## src/rtl/lcd_write_scheduler.sv

```systemverilog
// Round-robin arbiter and LCD_E timing generator sharing one HD44780 write bus between two requesters.
// Optional power-on init sequence (0x38, 0x0C, 0x06, 0x01) enabled by defining LCD_INIT_SEQ_EN.
module lcd_write_scheduler #(
  parameter int SETUP_CYC    = 2,
  parameter int E_PULSE_CYC  = 12,
  parameter int HOLD_CYC     = 2,
  parameter int GAP_CYC      = 2000,
  parameter int LONG_GAP_CYC = 82000,
  parameter int POWERON_CYC  = 750000,
  parameter int CNT_W        = 20
) (
  input  logic       clk,
  input  logic       resetn,
  input  logic       req0,
  input  logic       rs0,
  input  logic [7:0] data0,
  output logic       ack0,
  input  logic       req1,
  input  logic       rs1,
  input  logic [7:0] data1,
  output logic       ack1,
  output logic       busy,
  output logic       LCD_E,
  output logic       LCD_RS,
  output logic       LCD_RW,
  output logic [7:0] LCD_DATA
);

  typedef enum logic [2:0] {
    S_IDLE  = 3'd0,
    S_SETUP = 3'd1,
    S_PULSE = 3'd2,
    S_HOLD  = 3'd3,
    S_GAP   = 3'd4,
    S_INIT  = 3'd5
  } state_t;

  localparam logic [CNT_W-1:0] ONE       = CNT_W'(32'd1);
  localparam logic [CNT_W-1:0] LD_SETUP  = CNT_W'(SETUP_CYC);
  localparam logic [CNT_W-1:0] LD_PULSE  = CNT_W'(E_PULSE_CYC);
  localparam logic [CNT_W-1:0] LD_HOLD   = CNT_W'(HOLD_CYC);
  localparam logic [CNT_W-1:0] LD_GAP    = CNT_W'(GAP_CYC);
  localparam logic [CNT_W-1:0] LD_LONG   = CNT_W'(LONG_GAP_CYC);

  state_t           state, state_n;
  logic [CNT_W-1:0] cnt, cnt_n;
  logic             last, last_n;
  logic             ack0_n, ack1_n, busy_n, lcd_e_n, rs_n;
  logic [7:0]       data_n;

  // Clear and home commands need the long execution wait.
  function automatic logic is_long_cmd(input logic rs, input logic [7:0] d);
    is_long_cmd = !rs && (d == 8'h01 || d == 8'h02 || d == 8'h03);
  endfunction

`ifdef LCD_INIT_SEQ_EN
  localparam logic [CNT_W-1:0] LD_POWERON = CNT_W'(POWERON_CYC);
  logic       init_run, init_run_n;
  logic [1:0] init_idx, init_idx_n;

  function automatic logic [7:0] init_cmd(input logic [1:0] idx);
    case (idx)
      2'd0:    init_cmd = 8'h38;
      2'd1:    init_cmd = 8'h0C;
      2'd2:    init_cmd = 8'h06;
      default: init_cmd = 8'h01;
    endcase
  endfunction
`endif

  // Next-state, counter and next-output computation
  always_comb begin
    state_n = state;
    cnt_n   = cnt;
    last_n  = last;
    ack0_n  = 1'b0;
    ack1_n  = 1'b0;
    rs_n    = LCD_RS;
    data_n  = LCD_DATA;
`ifdef LCD_INIT_SEQ_EN
    init_run_n = init_run;
    init_idx_n = init_idx;
`endif
    case (state)
      S_IDLE: begin
        if (req0 && (!req1 || last)) begin
          ack0_n  = 1'b1;
          rs_n    = rs0;
          data_n  = data0;
          last_n  = 1'b0;
          state_n = S_SETUP;
          cnt_n   = LD_SETUP;
        end else if (req1) begin
          ack1_n  = 1'b1;
          rs_n    = rs1;
          data_n  = data1;
          last_n  = 1'b1;
          state_n = S_SETUP;
          cnt_n   = LD_SETUP;
        end else begin
          cnt_n = cnt;
        end
      end
      S_SETUP: begin
        if (cnt > ONE) begin
          cnt_n = cnt - ONE;
        end else begin
          state_n = S_PULSE;
          cnt_n   = LD_PULSE;
        end
      end
      S_PULSE: begin
        if (cnt > ONE) begin
          cnt_n = cnt - ONE;
        end else begin
          state_n = S_HOLD;
          cnt_n   = LD_HOLD;
        end
      end
      S_HOLD: begin
        if (cnt > ONE) begin
          cnt_n = cnt - ONE;
        end else begin
          state_n = S_GAP;
          cnt_n   = is_long_cmd(LCD_RS, LCD_DATA) ? LD_LONG : LD_GAP;
        end
      end
      S_GAP: begin
        if (cnt > ONE) begin
          cnt_n = cnt - ONE;
        end else begin
`ifdef LCD_INIT_SEQ_EN
          if (init_run && init_idx != 2'd3) begin
            init_idx_n = init_idx + 2'd1;
            rs_n       = 1'b0;
            data_n     = init_cmd(init_idx + 2'd1);
            state_n    = S_SETUP;
            cnt_n      = LD_SETUP;
          end else begin
            init_run_n = 1'b0;
            state_n    = S_IDLE;
          end
`else
          state_n = S_IDLE;
`endif
        end
      end
`ifdef LCD_INIT_SEQ_EN
      S_INIT: begin
        if (cnt > ONE) begin
          cnt_n = cnt - ONE;
        end else begin
          rs_n    = 1'b0;
          data_n  = init_cmd(2'd0);
          state_n = S_SETUP;
          cnt_n   = LD_SETUP;
        end
      end
`endif
      default: begin
        state_n = S_IDLE;
        cnt_n   = '0;
      end
    endcase
    busy_n  = (state_n != S_IDLE);
    lcd_e_n = (state_n == S_PULSE);
  end

  // State, counter and output registers with synchronous active-low reset
  always_ff @(posedge clk) begin
    if (!resetn) begin
`ifdef LCD_INIT_SEQ_EN
      state    <= S_INIT;
      cnt      <= LD_POWERON;
      busy     <= 1'b1;
      init_run <= 1'b1;
      init_idx <= 2'd0;
`else
      state    <= S_IDLE;
      cnt      <= '0;
      busy     <= 1'b0;
`endif
      last     <= 1'b1;
      ack0     <= 1'b0;
      ack1     <= 1'b0;
      LCD_E    <= 1'b0;
      LCD_RS   <= 1'b0;
      LCD_RW   <= 1'b0;
      LCD_DATA <= 8'h00;
    end else begin
      state    <= state_n;
      cnt      <= cnt_n;
      last     <= last_n;
      ack0     <= ack0_n;
      ack1     <= ack1_n;
      busy     <= busy_n;
      LCD_E    <= lcd_e_n;
      LCD_RS   <= rs_n;
      LCD_RW   <= 1'b0;
      LCD_DATA <= data_n;
`ifdef LCD_INIT_SEQ_EN
      init_run <= init_run_n;
      init_idx <= init_idx_n;
`endif
    end
  end

endmodule

```

## config.mk

```make
export PLATFORM = sky130hd
export DESIGN_NAME = lcd_write_scheduler
export DESIGN_NICKNAME = d
export VERILOG_FILES = /design/src/rtl/lcd_write_scheduler.sv
export SDC_FILE = /design/constraint.sdc
export NUM_CORES = 1
export LEC_CHECK = 0
export CORE_ASPECT_RATIO = 1.4
export CORE_MARGIN = 1.5
export CORE_UTILIZATION = 25
export CTS_BUF_LIST = sky130_fd_sc_hd__clkbuf_16
export CTS_CLUSTER_SIZE = 20
export DETAILED_ROUTE_END_ITERATION = 10
export PLACE_DENSITY_LB_ADDON = 0.1
export SKIP_LAST_GASP = 1
export SLEW_MARGIN = 20
export SYNTH_ARGS = -nofsm -noshare
export SYNTH_HDL_FRONTEND = slang
export SYNTH_SLANG_ARGS = --single-unit
export TNS_END_PERCENT = 5
```

## constraint.sdc

```tcl
create_clock -name clk -period 4.2 [get_ports clk]
set_input_delay 0.84 -clock clk [delete_from_list [all_inputs] [get_ports clk]]
set_output_delay 0.84 -clock clk [all_outputs]
set_load 0.02 [all_outputs]
```

==> flow_summary.ini <==
[run_status]
outcome = finished, final reports clean

[final_layout]
antenna_cells = 0
post_route_cells_drive_above_1_share = 0.0667
fin_cells = 405
nNetsFinal = 323
syn_to_final_growth_pct = 26.2

[cts]
cts_setup_buffers = 0
worstSkewPairLatency_ns = 0.29
cts_tree = built
max-clock-path-buffers = 2
path_clk_slew_ns = 0.06
cts_resized = 0
cts_hold_buf = 0
cts_made_buffers = 5
cts_root_buffer = clkbuf_16
htreeDepth = 2
cts.sinks = 37

[yosys]
ys_warn_count = 0
synth_cells = 270
synth.distinct_cells = 60
synth_top_cell_by_area = dfxtp_1
synth_commonest_cells = 43 x nor2_1, 37 x dfxtp_1, 18 x nand2_1
ys_async_sr_fraction = 0
synth_area_leaders = dfxtp_1 34%, nor2_1 7.4%, xnor2_1 5.2%
synthesis.nets = 294
yosys.area.top_type_share = 0.339
synthFlopType = dfxtp_1
syn_area_per_cell_um2 = 8.09
seq_area_frac_synth = 0.339
synth.cell_area_um2 = 2180
yosys.cell_count.top_type = nor2_1
synth-edff-count = 0
ys_ff_latch = 37

[floorplan]
start_util = 0.257
dieArea_um2 = 9310
ioPinCount = 36
core_area_um2 = 8510
die_w_um = 82.0
die_y_um = 114
rows = 40

[critical_path]
arrival_ns = 2.98
crit_fanout = 6
cp-end-kind = flop
max_stage_delay_ns = 0.55
slowest_stage = or3b_2
cp_data_required_time_ns = 4.38
r2r_cells = 8
r2r-start = cnt[0]
reg2reg_slack_ns = 1.39
r2r-end = cnt[16]
crit_end = cnt[16]
path_class = reg2reg
path_cells = inv_1, ha_1, or3b_2, nor4_1, nand2_1, xor2_1, a311oi_1, o32a_1
cp-start-kind = flop
crit_start = cnt[0]

[grt]
busiest_layer = met2
track_usage = 0.161
grt_pass1_vias = 2261
grt_overflow = 0
use_met2 = 0.286
antenna_found_initial = 0
grt_pass1_wl_mm = 11.3
grt_max_degree = 19
use_met1 = 0.168
met3_usage = 0.0288

[timing]
clock.fmax_mhz = 356
finalHoldViolations = 0
slew_violations = 0
finalSetupViolCount = 0
relSlewSlack = 0.351
fin_skew_ns = 0.00741
period_needed_ns = 2.81
fin_crit_sh = 0.669
worst_slew_pin_slew_ns = 0.968
tns_ns = 0
rsz0062_at_grt = false

[detailed_routing]
ant_nets = 0
viasPerCell = 5.35
drtIter0Drc = 127
drt-total-wl_mm = 6.76
dr.pass1.iters = 4
num_vias = 2167
wl_per_cell_um = 16.7
drc = 0

[place]
post-dp-hpwl_mm = 5.24
dp_cells = 397
gp_congestion = 0.831
io_buffers = 34

[flow_run]
drv_cap = 0

[pwr]
powerDensity_nw_per_um2 = 955
p_leak_nw = 1.03
irDropWorstVdd_uv = 278

[worst_hold_path]
hold_path.class = reg2reg
==> worst max-delay path, delay by kind of cell (launching register included) <==
family	cells	cell delay (ns)
flip-flops	1	0.36
AO/OA/AOI/OAI	2	0.50
buffers and inverters	1	0.08
AND/OR/NAND/NOR	3	1.25
adder cells (fa/ha/maj)	1	0.23
XOR/XNOR	1	0.28
==> cell families after synthesis <==
| group | Yosys count | synth area share |
|---|---|---|
| DFF | 37 | 0.339 |
| muxes | 9 | 0.0413 |
| other | 1 | 0.00172 |
| buffers and inverters | 22 | 0.0418 |
| and+or+nand+nor | 120 | 0.292 |
| xor gates and xnor gates | 16 | 0.0642 |
| adders and majority gates | 2 | 0.0115 |
| AOI/OAI and AO/OA | 63 | 0.208 |
==> power breakdown <==
| group | switching, mW | internal [mW] | leakage, nW |
|---|---|---|---|
| registers | 0.177 | 0.481 | 0.304 |
| clock network | 0.152 | 0.216 | 0.0748 |
| logic | 0.929 | 0.678 | 0.651 |
==> area by class of cell <==
type | count | area [um2]
well taps | 105 | 131
clock buffers | 5 | 125
inverters | 7 | 26.3
clock inverters | 3 | 13.8
multi-input cells | 211 | 1360
repair buffers | 37 | 363
flip-flops and latches | 37 | 741
fillers | 943 | 5750
==> layout by cell type (no fill, tap or decap), types with 2 or more instances in the layout <==
master and instances:
nor2_1 43, dfxtp_1 37, clkdlybuf4s50_1 34, nand2_1 18, a21oi_1 13, xnor2_1 13
nor3_1 12, a211oi_1 12, nor4_1 9, mux2i_1 9, inv_1 7, o21ai_0 5
or3_1 5, clkbuf_16 5, and3_1 4, o32ai_1 4, or4_4 3, nand4_1 3
nand3_1 3, xor2_1 3, buf_4 3, or4_1 2, nor3_2 2, o31ai_1 2
a21boi_0 2, o221ai_1 2, o211ai_1 2, nand2b_1 2, a211o_1 2, o21a_1 2
nor2b_1 2, a22oi_1 2, a311oi_1 2, ha_1 2, clkinv_2 2
==> worst min path at each step <==
stage	start	end	slack (ns)	depth (start not counted)
5_1_grt	LCD_DATA[6]	LCD_DATA[6]	0.54	2
4_1_cts	LCD_DATA[6]	LCD_DATA[6]	0.52	2
2_1_floorplan	last	last	0.49	2
3_3_place_gp	LCD_DATA[3]	LCD_DATA[3]	0.51	2
3_5_place_dp	LCD_DATA[6]	LCD_DATA[6]	0.51	2
6_report	LCD_DATA[6]	LCD_DATA[6]	0.53	2
==> per-stage QoR <==
step / util / power [mW] / hold slack [ns] / worst slack, ns / area [um2]
floorplan: - / 1.85 / 0.490 / 1.82 / 2180
global placement: 0.308 / 2.29 / 0.513 / 1.26 / 2620
detailed placement: 0.308 / 2.27 / 0.513 / 1.28 / 2620
CTS: 0.324 / 2.65 / 0.524 / 1.37 / 2760
global route: 0.324 / 2.85 / 0.535 / 1.22 / 2760
finish: 0.324 / 2.63 / 0.525 / 1.39 / 2760
==> metal layers <==
metal	vias up	part of all wire
li1	1061	-
met1	1017	0.38
met2	64	0.52
met3	25	0.042
met4	0	0.057
met5	-	0
==> sequential cells by signal, indices dropped and copies added, names as in the netlist <==
signal,cells
LCD_DATA,8
LCD_E,1
LCD_RS,1
ack0,1
ack1,1
busy,1
cnt,20
last,1
state,3
Note: power is estimated with default switching activity, not from simulation.
==> patch 1: new RTL, same flow settings <==
Build with the macro `LCD_INIT_SEQ_EN` defined.
--- a/src/rtl/lcd_write_scheduler.sv
+++ b/src/rtl/lcd_write_scheduler.sv
@@ -2,2 +2,4 @@
 // Optional power-on init sequence (0x38, 0x0C, 0x06, 0x01) enabled by defining LCD_INIT_SEQ_EN.
+`define LCD_INIT_SEQ_EN
+
 module lcd_write_scheduler #(
Function: changed (Yosys sat finds a counterexample within 4 cycles, from zero or initial values and one cycle with resetn low).
==> patch 1 against the original RTL <==
  * Routed wire length up 18%
  * Synthesized area up 18%
  * Sequential share of layout area down 1.4 points
  * Sequential cell count up 3
  * Setup slack better by 0.31 ns
  * Non-clock buffer count unchanged
  * First-iteration DRC count down 28%
  * Critical path depth down 1
  * Final area up 14%
Power is left out: it rests on default switching activity, and per cell area and clock period it moved more than threefold.
==> patch 1: results (changes against the original RTL) <==
Outcome
  – Status: finished, final reports clean

Global routing
  – Vias in the first global route: 2460 (+8.8%)
  – Global Route Usage Sum: 0.158 (-0.00346)
  – First-pass GRT wire length: 13000 um (+15%)
  – Met3 usage: 0.0247 (-0.00410)
  – Met2 GRT Util: 0.303 (+0.0167)

Logic synthesis
  – Top post-synthesis cells by area: dfxtp_1, a21oi_1, o21ai_0, nor4_4, ha_1
  – Synth Net Count: 328 (+12%)
  – Netlist cell types: 70 (+17%)
  – Commonest cells post-synth: dfxtp_1, a21oi_1, nor2_1

Worst setup path
  – Slowest stage delay, CP: 0.67 ns (+0.12 ns)
  – Critical Path Fanout Max: 7 (+1)
  – Reg2reg setup slack: 1.71 ns (+0.31 ns)

Drt
  – Metal-1 WL: 3180 um (+22%)
  – Drt total wl: 8010 um (+18%)
  – 1st-iter DRT viols: 91 (-28%)
  – Via Count: 2405 (+11%)
  – Met2 routed WL: 4530 um (+30%)

Final layout
  – Nets: 353 (+9.3%)
  – Multi-input combinational area share: 0.518 (+0.0259)
  – Clk tree area frac: 0.0434 (-0.00696)
  – Sequential cells: 40 (+8.1%)
  – Fraction of area in registers: 0.255 (-0.0137)

Timing
  – Hold Worst Slack: 0.447 ns (-0.0784 ns)

Placed design
  – Post-DP Area: 0.00300 mm^2 (+15%)

Min path
  – Worst min-delay path startpoint: init_run$_SDFFE_PN1P_
==> patch 1: cell count changes after synthesis, sizes merged, moves of 4 or more <==
| cell | unedited run | this run |
|---|---|---|
| o2111ai | 0 | 6 |
| mux2 | 0 | 4 |
| o21ai | 7 | 27 |
| buf | 3 | 10 |
| a21oi | 13 | 22 |
| ha | 2 | 6 |
| a21o | 0 | 4 |
| and2 | 0 | 4 |
| inv | 6 | 12 |
| nor2 | 43 | 20 |
| nand3 | 3 | 13 |
| xnor2 | 13 | 4 |
| a211oi | 12 | 3 |
==> patch 1: logic make-up after synthesis <==
group,after synthesis,share of synthesized area
compound gates,104,0.293
simple gates,102,0.247
flops,40,0.311
buf+inv,31,0.0560
mux,11,0.0448
fa+ha+maj,6,0.0292
xor+xnor,5,0.0170
other cells,1,0.00146
==> patch 1: through the flow <==
step | std cells | worst slack (ns)
after floorplan | 300 | 2.15
after global placement | 453 | 1.59
after detailed placement | 453 | 1.58
after CTS | 461 | 1.67
after global routing | 461 | 1.50
final | 461 | 1.71
==> patch 2: new RTL, same flow settings <==
Without the edit above. Re-encode `state_t` (6 states) as one-hot, 6 bits wide.
--- a/src/rtl/lcd_write_scheduler.sv
+++ b/src/rtl/lcd_write_scheduler.sv
@@ -28,9 +28,9 @@
 
-  typedef enum logic [2:0] {
-    S_IDLE  = 3'd0,
-    S_SETUP = 3'd1,
-    S_PULSE = 3'd2,
-    S_HOLD  = 3'd3,
-    S_GAP   = 3'd4,
-    S_INIT  = 3'd5
+  typedef enum logic [5:0] {
+    S_IDLE  = 6'b000001,
+    S_SETUP = 6'b000010,
+    S_PULSE = 6'b000100,
+    S_HOLD  = 6'b001000,
+    S_GAP   = 6'b010000,
+    S_INIT  = 6'b100000
   } state_t;
Behaviour: same outputs for any inputs over 10 cycles, from zero or initial values and one cycle with resetn low; not proved beyond that.
==> patch 2 against the original RTL <==
  * Sequential cell count increased by 3
  * Final area decreased by 0.68%
  * Routed wire length decreased by 9.2%
  * Synthesized cell count decreased by 4.1%
  * First-iteration DRC count increased by 28%
  * Setup slack improved by 0.069 ns
  * Critical endpoint is now cnt[10]$_SDFFE_PN0P_
  * Synthesized area decreased by 0.69%
Power is not compared: it rests on default switching activity, and its combinational part moved more than twofold at a synthesized area within 25%.
==> patch 2: results (changes against the original RTL) <==
Outcome
  – Status: finished, final reports clean

Placed design
  – HPWL Detailed: 4530 um (-14%)
  – IO buf count: 34 (unchanged)
  – GPL Wtd Cong: 0.799 (-3.9%)
  – Pre-CTS setup slack: 1.46 ns (+0.176 ns)
  – Post-Place Cells: 389 (-2.0%)
  – Post-DP Area: 0.00261 mm^2 (-0.48%)

Final layout
  – Filler cell count: 953 (+1.1%)
  – Top flop regs: cnt (20), LCD_DATA (8), state (6)
  – Nets: 315 (-2.5%)
  – Area grow syn2layout: 26.3% (about the same)
  – Ant diodes: 0 (unchanged)
  – Share of cells above drive strength 1: 0.0687 (+0.00206)

Drt
  – Drt total wl: 6140 um (-9.2%)
  – 1st-iter DRT viols: 163 (+28%)
  – Via Count: 2030 (-6.3%)
  – Initial DRT Pass Iterations: 4 (unchanged)
  – Via density: 5.13 (-4.2%)

Logic synthesis
  – Post-Synth Adder-Cell Area: 0.0115 (+0.0000794)
  – Synth Area in XOR/XNOR: 0.0364 (-0.0278)
  – Top post-synthesis cells by area: dfxtp_1, nand2_1, nor2_1, mux2i_1, o211a_1
  – Post-synthesis sequential area ratio: 0.369 (+0.0300)
  – Primary FF master, synth: dfxtp_1
  – Synth warnings: 0 (unchanged)
  – Mean post-synth cell area: 8.37 um^2 (+3.5%)
  – Synth async-reset ratio: 0 (unchanged)
  – Commonest cells post-synth: dfxtp_1, nand2_1, nor2_1
  – Netlist cell types: 58 (-3.3%)
  – Mux cell area share after synthesis: 0.0415 (+0.000286)
  – Post-synthesis compound-gate area fraction: 0.206 (-0.00202)

Clocking
  – Max Root-Sink Buffers: 2 (unchanged)
  – Post-CTS Resized: 0 (unchanged)
  – CTS HTree Levels: 2 (unchanged)
  – CTS Buf Count: 5 (unchanged)
  – Post-CTS Setup Bufs: 0 (unchanged)

Global routing
  – Global Route Usage Sum: 0.145 (-0.0157)
  – Initial antenna violation count: 0 (unchanged)
  – Largest net degree at the start of global routing: 28 (+9)
  – First-pass GRT wire length: 10300 um (-9.2%)

Timing
  – Relative max-transition margin: 0.308 (-0.0433)
  – Layout Skew: 0.00236 ns (-0.00505 ns)

Power and ir drop
  – Switch share: 0.294
  – Leakage power: 0.00114 uW
  – Max VDD drop: 0.000154 V

Worst setup path
  – Critical Path Fanout Max: 17 (+11)
  – Delay-heaviest family, CP: simple AND/OR/NAND/NOR gates
  – Slowest stage delay, CP: 0.82 ns (+0.27 ns)
  – Crit-path slowest cell: nor3_2

Min path
  – Hold Crit Class: reg2reg
-- patch 2: cell count changes in the layout (fill, tap and decap cells not counted), moves of 4 or more --
cell	before	now
a211oi_1	12	1
nand2_1	18	34
nand3_1	3	8
nor2_1	43	27
nor3_1	12	16
o211a_1	1	9
o21ai_0	5	11
o32ai_1	4	0
xnor2_1	13	5
-- patch 2: layout make-up --
class | instances | area share
clock buffer | 5 | 0.0457
tap | 105 | 0.0480
timing repair buffer | 37 | 0.133
multi-input combinational | 203 | 0.473
clock inverter | 2 | 0.00274
sequential | 40 | 0.293
inverter | 4 | 0.00548
-- patch 2: layer usage --
layer,vias up,track usage,part of all wire
met2,63,0.247,0.52
met5,-,0,0
met1,946,0.177,0.41
met4,0,0.0475,0.018
met3,7,0.0347,0.050
li1,1014,-,-
-- patch 2: path summary, 6_finish.rpt --
kind | slack, ns | endpoint | from | depth (start not counted)
max | 1.46 | cnt[10]$_SDFFE_PN0P_ | cnt[8]$_SDFFE_PN0P_ | 6
min | 0.45 | last$_SDFFE_PN1P_ | last$_SDFFE_PN1P_ | 1
max reg2reg | 1.46 | cnt[10]$_SDFFE_PN0P_ | cnt[8]$_SDFFE_PN0P_ | 6
min reg2reg | 0.45 | last$_SDFFE_PN1P_ | last$_SDFFE_PN1P_ | 1
-- patch 2: kinds of logic after synthesis --
kind of cell    count (synthesis)
other cells                     1
xor+xnor                        9
simple gates                  123
mux                             9
compound gates                 58
flops                          40
buf+inv                        17
fa+ha+maj                       2
-- patch 2: power by group through the flow --
| stage | Combinational, uW | Sequential, uW | Clock (uW) |
|---|---|---|---|
| after floorplan | 137 | 427 | 0 |
| after global placement | 224 | 419 | 0 |
| after detailed placement | 218 | 419 | 0 |
| after CTS | 220 | 411 | 377 |
| after global routing | 241 | 414 | 396 |
| final | 218 | 411 | 367 |
